--- src/rtl/tx_bridge_mux.sv ---
// Multi-channel PCIe transmit bridge. It arbitrates header/data stream pairs round-robin,
// rewrites the request fmt/type byte to the completion encoding and frames the result onto one registered output stream.
module tx_bridge_mux #(
  parameter int DATA_W = 64,
  parameter int KEEP_W = DATA_W / 8,
  parameter int NUM_CH = 2
) (
  input  logic                     clk,
  input  logic                     reset_n,
  input  logic [NUM_CH-1:0]        hdr_valid,
  output logic [NUM_CH-1:0]        hdr_ready,
  input  logic [NUM_CH*DATA_W-1:0] hdr_data,
  input  logic [NUM_CH*KEEP_W-1:0] hdr_keep,
  input  logic [NUM_CH-1:0]        hdr_last,
  input  logic [NUM_CH-1:0]        dat_valid,
  output logic [NUM_CH-1:0]        dat_ready,
  input  logic [NUM_CH*DATA_W-1:0] dat_data,
  input  logic [NUM_CH*KEEP_W-1:0] dat_keep,
  input  logic [NUM_CH-1:0]        dat_last,
  output logic                     axi_out_valid,
  input  logic                     axi_out_ready,
  output logic [DATA_W-1:0]        axi_out_data,
  output logic [KEEP_W-1:0]        axi_out_keep,
  output logic                     axi_out_last,
  output logic                     err_unsup,
  output logic                     err_len
);
  localparam int GW = (NUM_CH > 1) ? $clog2(NUM_CH) : 1;
  localparam int CW = $clog2(KEEP_W + 1);

  typedef enum logic [1:0] {IDLE, HDR, DATA, DROP} state_t;

  state_t              state_reg;
  logic [GW-1:0]       grant_reg;
  logic                first_reg;
  logic                has_data_reg;
  logic [10:0]         exp_cnt_reg;
  logic [10:0]         dw_cnt_reg;
  logic                out_valid_reg;
  logic                out_last_reg;
  logic [DATA_W-1:0]   out_data_reg;
  logic [KEEP_W-1:0]   out_keep_reg;
  logic                err_unsup_reg;
  logic                err_len_reg;

  logic [DATA_W-1:0]   hdr_data_ch [NUM_CH];
  logic [KEEP_W-1:0]   hdr_keep_ch [NUM_CH];
  logic [DATA_W-1:0]   dat_data_ch [NUM_CH];
  logic [KEEP_W-1:0]   dat_keep_ch [NUM_CH];

  logic                stage_en;
  logic                hdr_rdy_g;
  logic                dat_rdy_g;

  generate
    for (genvar gi = 0; gi < NUM_CH; gi++) begin : g_ch
      assign hdr_data_ch[gi] = hdr_data[gi*DATA_W +: DATA_W];
      assign hdr_keep_ch[gi] = hdr_keep[gi*KEEP_W +: KEEP_W];
      assign dat_data_ch[gi] = dat_data[gi*DATA_W +: DATA_W];
      assign dat_keep_ch[gi] = dat_keep[gi*KEEP_W +: KEEP_W];
      assign hdr_ready[gi]   = (grant_reg == GW'(gi)) && hdr_rdy_g;
      assign dat_ready[gi]   = (grant_reg == GW'(gi)) && dat_rdy_g;
    end
  endgenerate

  function automatic logic fmt_supported(input logic [7:0] b);
    return (b == 8'h00) || (b == 8'h20) || (b == 8'h01) ||
           (b == 8'h21) || (b == 8'h40) || (b == 8'h60);
  endfunction

  function automatic logic [7:0] fmt_xlate(input logic [7:0] b);
    case (b)
      8'h00:   return 8'h4A;
      8'h20:   return 8'h6A;
      8'h01:   return 8'h4B;
      8'h21:   return 8'h6B;
      8'h40:   return 8'h0A;
      8'h60:   return 8'h2A;
      default: return b;
    endcase
  endfunction

  logic                g_hdr_valid, g_hdr_last, g_dat_valid, g_dat_last;
  logic [DATA_W-1:0]   g_hdr_data, g_dat_data;
  logic [KEEP_W-1:0]   g_hdr_keep, g_dat_keep;

  assign g_hdr_valid = hdr_valid[grant_reg];
  assign g_hdr_last  = hdr_last[grant_reg];
  assign g_hdr_data  = hdr_data_ch[grant_reg];
  assign g_hdr_keep  = hdr_keep_ch[grant_reg];
  assign g_dat_valid = dat_valid[grant_reg];
  assign g_dat_last  = dat_last[grant_reg];
  assign g_dat_data  = dat_data_ch[grant_reg];
  assign g_dat_keep  = dat_keep_ch[grant_reg];

  assign stage_en  = !out_valid_reg || axi_out_ready;
  // DROP discards header beats without touching the output stage, so it never waits on it.
  assign hdr_rdy_g = ((state_reg == HDR) && stage_en) || (state_reg == DROP);
  assign dat_rdy_g = (state_reg == DATA) && stage_en;

  logic hdr_acc, hdr_fwd, dat_acc;
  assign hdr_acc = hdr_rdy_g && g_hdr_valid;
  assign hdr_fwd = hdr_acc && (state_reg == HDR);
  assign dat_acc = dat_rdy_g && g_dat_valid;

  // Round-robin search starting just after the previous grant.
  logic [GW-1:0] arb_sel;
  logic          arb_found;
  always_comb begin
    arb_found = 1'b0;
    arb_sel   = grant_reg;
    for (int i = 1; i <= NUM_CH; i++) begin
      if (!arb_found && hdr_valid[(int'(grant_reg) + i) % NUM_CH]) begin
        arb_found = 1'b1;
        arb_sel   = GW'((int'(grant_reg) + i) % NUM_CH);
      end
    end
  end

  logic [7:0]        sel_byte;
  logic [7:0]        hdr_tbyte;
  logic [DATA_W-1:0] hdr_out_data;
  logic              hdr_dp;
  assign sel_byte     = hdr_data_ch[arb_sel][31:24];
  assign hdr_tbyte    = fmt_xlate(g_hdr_data[31:24]);
  assign hdr_out_data = first_reg ? {g_hdr_data[DATA_W-1:32], hdr_tbyte, g_hdr_data[23:0]}
                                  : g_hdr_data;
  assign hdr_dp       = first_reg ? hdr_tbyte[6] : has_data_reg;

  logic [CW-1:0] keep_ones;
  logic [10:0]   dw_sum;
  always_comb begin
    keep_ones = '0;
    for (int i = 0; i < KEEP_W; i++) keep_ones = keep_ones + CW'(g_dat_keep[i]);
  end
  assign dw_sum = dw_cnt_reg + 11'(keep_ones >> 2);

  always_ff @(posedge clk or negedge reset_n) begin
    if (!reset_n) begin
      state_reg     <= IDLE;
      grant_reg     <= GW'(NUM_CH - 1);
      first_reg     <= 1'b0;
      has_data_reg  <= 1'b0;
      exp_cnt_reg   <= '0;
      dw_cnt_reg    <= '0;
      out_valid_reg <= 1'b0;
      out_last_reg  <= 1'b0;
      out_data_reg  <= '0;
      out_keep_reg  <= '0;
      err_unsup_reg <= 1'b0;
      err_len_reg   <= 1'b0;
    end else begin
      err_unsup_reg <= 1'b0;
      err_len_reg   <= 1'b0;
      if (stage_en) out_valid_reg <= hdr_fwd || dat_acc;
      case (state_reg)
        IDLE: begin
          if (arb_found) begin
            grant_reg  <= arb_sel;
            first_reg  <= 1'b1;
            dw_cnt_reg <= '0;
            // The first header beat is already stable, so unsupported packets are routed to DROP here.
            state_reg  <= fmt_supported(sel_byte) ? HDR : DROP;
          end
        end
        HDR: begin
          if (hdr_fwd) begin
            out_data_reg <= hdr_out_data;
            out_keep_reg <= g_hdr_keep;
            out_last_reg <= g_hdr_last && !hdr_dp;
            first_reg    <= 1'b0;
            if (first_reg) begin
              has_data_reg <= hdr_tbyte[6];
              exp_cnt_reg  <= (g_hdr_data[9:0] == 10'd0) ? 11'd1024 : {1'b0, g_hdr_data[9:0]};
            end
            if (g_hdr_last) state_reg <= hdr_dp ? DATA : IDLE;
          end
        end
        DATA: begin
          if (dat_acc) begin
            out_data_reg <= g_dat_data;
            out_keep_reg <= g_dat_keep;
            out_last_reg <= g_dat_last;
            dw_cnt_reg   <= dw_sum;
            if (g_dat_last) begin
              err_len_reg <= (dw_sum != exp_cnt_reg);
              state_reg   <= IDLE;
            end
          end
        end
        DROP: begin
          if (hdr_acc && g_hdr_last) begin
            err_unsup_reg <= 1'b1;
            state_reg     <= IDLE;
          end
        end
        default: state_reg <= IDLE;
      endcase
    end
  end

  assign axi_out_valid = out_valid_reg;
  assign axi_out_data  = out_data_reg;
  assign axi_out_keep  = out_keep_reg;
  assign axi_out_last  = out_last_reg;
  assign err_unsup     = err_unsup_reg;
  assign err_len       = err_len_reg;
endmodule

--- config.mk ---
export PLATFORM = sky130hd
export DESIGN_NAME = tx_bridge_mux
export DESIGN_NICKNAME = d
export VERILOG_FILES = /design/src/rtl/tx_bridge_mux.sv
export SDC_FILE = /design/constraint.sdc
export NUM_CORES = 1
export LEC_CHECK = 0
export CAP_MARGIN = 10
export CORE_AREA = 2 2 149 151
export DETAILED_ROUTE_END_ITERATION = 16
export DIE_AREA = 0 0 151 153
export PLACE_DENSITY_LB_ADDON = 0.25
export SKIP_LAST_GASP = 1
export SLEW_MARGIN = 10
export SYNTH_ARGS = -nofsm -noshare
export SYNTH_HDL_FRONTEND = slang
export SYNTH_SLANG_ARGS = --single-unit
--- constraint.sdc ---
create_clock -name clk -period 8 [get_ports clk]
set_clock_uncertainty 0.05 [all_clocks]
set_input_delay 1.6 -clock clk [delete_from_list [all_inputs] [get_ports clk]]
set_output_delay 1.6 -clock clk [all_outputs]
set_load 0.01 [all_outputs]
==> impl_metrics.csv <==
group,metric,value,unit
route,drc,0,
place,portBuffers,378,
synthesis,ys_ff_latch,103,
run,cap_violations,0,
timing,hold_viol_final,0,
grt,grt_usage,0.2102,
pwr,p_leak,4.356,nW
critical_path,endpoint_kind,"flop",
final_layout,nNetsFinal,1209,
critical_path,required,8220,ps
final_layout,regArea,2582,um2
final_layout,area_growth,62.88,%
route,wl_met3,1721,um
final_layout,largest_reg_flops,64,
floorplan,rows,54,
synthesis,synth.distinct_cells,59,
timing,fmax,0.1629,GHz
grt,first_global_vias,6303,
critical_path,critPathKind,"input port to flop",
synthesis,yosysWarningCount,0,
synthesis,synth-simple-area-share,0.09017,
hold_path,hold_class,"flop to flop",
synthesis,syn_inst,549,
route,wl_per_cell,20.91,um
route,wl_met1,10100,um
synthesis,avgSynthCellArea,12.38,um2
floorplan,dieArea,23100,um2
synthesis,async_reset_ff_frac,1.000,
route,drt_iter0_drc,321,
clocking,cts-root-buf,"clkbuf_16",
grt,grt_max_degree,65,
floorplan,start_util,0.3164,
pwr,p_total,3.564,mW
floorplan,ios,379,
timing,period_share,0.7673,
synthesis,synth_fa_ha_area_frac,0.01914,
place,place_area,10790,um2
critical_path,worst-endpoint-arrival,6360,ps
clocking,clk_pin_slew,70,ps
synthesis,synth_nets,856,
synthesis,synth_top_family_by_area,"multiplexers",
route,dr.pass1.iters,4,
route,maxUsedRoutingLayer,"met5",
timing,period_needed,6138,ps
final_layout,nFillCells,1934,
clocking,ctsResizeCount,0,
place,gp_congestion,0.8249,
clocking,cts_sinks,103,
timing,tns,0,ps
route,drt_wl_total,24860,um
grt,antenna_found_initial,4,
floorplan,dieHeight,153,um
synthesis,muxShareOfSynthArea,0.3723,
timing,worst_slew_pin_slew,973.7,ps
clocking,insertion_delay,350,ps
timing,drv_slew,0,
synthesis,synth_xor_area_frac,0.01417,
synthesis,synth-edff-count,0,
synthesis,yosysSeqAreaShare,0.3793,
status,status,"complete, no violations",
critical_path,worst_setup_path_start_kind,"input port",
final_layout,multi_input_area,3981,um2
timing,max_slew_margin,0.3509,
floorplan,die_width,151,um
clocking,cts_max_level,3,
clocking,post-cts-setup-buffers,0,
timing,rsz0062_at_grt,"no",
route,final_antenna_net_count,0,
route,dr_wl_met2,12530,um
pwr,p_per_area,321.8,nW/um2
synthesis,syn_area,6799,um2
grt,overflow,0,
critical_path,critPathMaxFanout,8,
clocking,cts_tree,"built",
route,viasPerCell,5.134,
clocking,cts_hold_buf,0,
synthesis,synthFlopType,"dfrtp_1",
place,dpl.hpwl,19780,um
floorplan,core_area,21490,um2
final_layout,drive_gt1_frac,0.1907,
pwr,ir_drop,0.0001538,V
timing,finalSetupViolCount,0,
clocking,clock_path_buffers,2,
synthesis,synth-compound-area-share,0.08723,
grt,grt_pass1_wl,36700,um
final_layout,design_area,11070,um2
clocking,cts_made_buffers,9,
route,vias,6104,
## worst max-delay path, cell delays in order
cell and delay [ps]:
clkdlybuf4s50_1 420, mux2i_1 230, fa_1 490, fa_1 490, inv_1 50, fa_1 380, ha_1 280, nand2_1 60
nor2_1 50, o21a_1 200, nor2_1 120, ha_1 200, inv_1 60, fa_1 500, nand4b_1 320, nor3_1 420
a21boi_0 240, nor3_1 70, a31oi_1 150
## per-stage QoR
stage | instances | hold WS [ps] | utilization | worst slack, ps
floorplan | 549 | 418.9 | - | 2328
global placement | 1171 | 425.4 | 0.5020 | 1645
detailed placement | 1171 | 428.5 | 0.5020 | 1522
CTS | 1187 | 449.4 | 0.5152 | 1873
global route | 1189 | 471.2 | 0.5154 | 1454
finish | 1189 | 447.7 | 0.5154 | 1862
## Yosys cell counts (3+ instances only)
library cell,count,area [um2]
ha_1,4,50.05
and2_1,3,18.77
mux2i_1,29,290.3
inv_1,10,37.54
clkbuf_1,10,37.54
nand2_1,28,105.1
o41ai_1,3,26.28
xnor2_1,5,43.79
nand3_1,9,45.04
a211oi_1,7,52.55
a22o_1,3,26.28
a21oi_1,22,110.1
nor2b_1,7,43.79
nor2_1,20,75.07
a31oi_1,5,31.28
a21o_1,6,45.04
nor4_1,7,43.79
o31ai_1,3,22.52
mux4_2,62,1396
or3_1,4,25.02
and3_1,4,25.02
fa_1,4,80.08
nor3_1,10,50.05
xor2_1,6,52.55
mux2_2,75,844.6
nand2b_1,4,25.02
dfrtp_1,102,2552
o21ai_0,30,150.1
buf_2,27,135.1
## cells by family (layout without fill, tap and decap cells)
group,count (synthesis),in the layout
fa+ha+maj,8,8
compound gates,95,95
xor+xnor,11,11
flops,103,103
buf+inv,53,411
simple gates,113,113
mux,166,166
other cells,0,2
## where the power goes
| group | internal, mW | switching, mW | total, mW |
|---|---|---|---|
| clock | 0.221 | 0.210 | 0.431 |
| sequential | 0.769 | 0.197 | 0.966 |
| combinational | 1.25 | 0.915 | 2.17 |
| total | 2.24 | 1.32 | 3.56 |
## final timing paths
path,from,to,slack (ps),cells past startpoint
max in group asynchronous,reset_n,axi_out_data[32]$_DFFE_PN0P_,5460,2
min in group asynchronous,reset_n,exp_cnt_reg[4]$_DFFE_PN0P_,1180,1
worst min-delay path,axi_out_keep[7]$_DFFE_PN0P_,axi_out_keep[7]$_DFFE_PN0P_,450,2
worst max-delay path,dat_keep[8],err_len$_DFF_PN0_,1860,19
worst max register to register,grant_reg$_DFFE_PN1P_,err_len$_DFF_PN0_,2350,18
worst min register to register,axi_out_keep[7]$_DFFE_PN0P_,axi_out_keep[7]$_DFFE_PN0P_,450,2
## per-layer routing
metal	up-vias	global-route usage
li1	2825	-
met3	29	0.04418
met5	-	0
met2	212	0.3578
met4	4	0.06676
met1	3034	0.2664
## layout make-up
class	instances	share of cell area
Multi-Input combinational cell	393	0.3595
Timing Repair Buffer	385	0.3462
Sequential cell	103	0.2332
Tap cell	280	0.03163
Clock buffer	10	0.02158
Clock inverter	6	0.004067
Inverter	10	0.003389
Antenna cell	2	0.0004519
## cells in the final DEF, fill, tap and decap left out, types with 4 or more instances in the layout
cell             Yosys  routed
a211oi_1             7       7
nor2b_1              7       6
nor2_1              20      20
fa_1                 4       4
a21oi_1             22      22
a21o_1               6       6
mux4_2              62      62
xor2_1               6       6
nand2_1             28      28
mux2i_1             29      29
buf_4                2       8
inv_1               10      10
o21ai_0             30      30
dfrtp_1            102     102
clkdlybuf4s50_1      0     377
mux2_2              75      75
nor4_1               7       7
or3_1                4       4
nor3_1              10      10
nand3_1              9       9
ha_1                 4       4
xnor2_1              5       5
clkbuf_16            0       9
and3_1               4       4
a31oi_1              5       5
(Power assumes the default switching activity.)
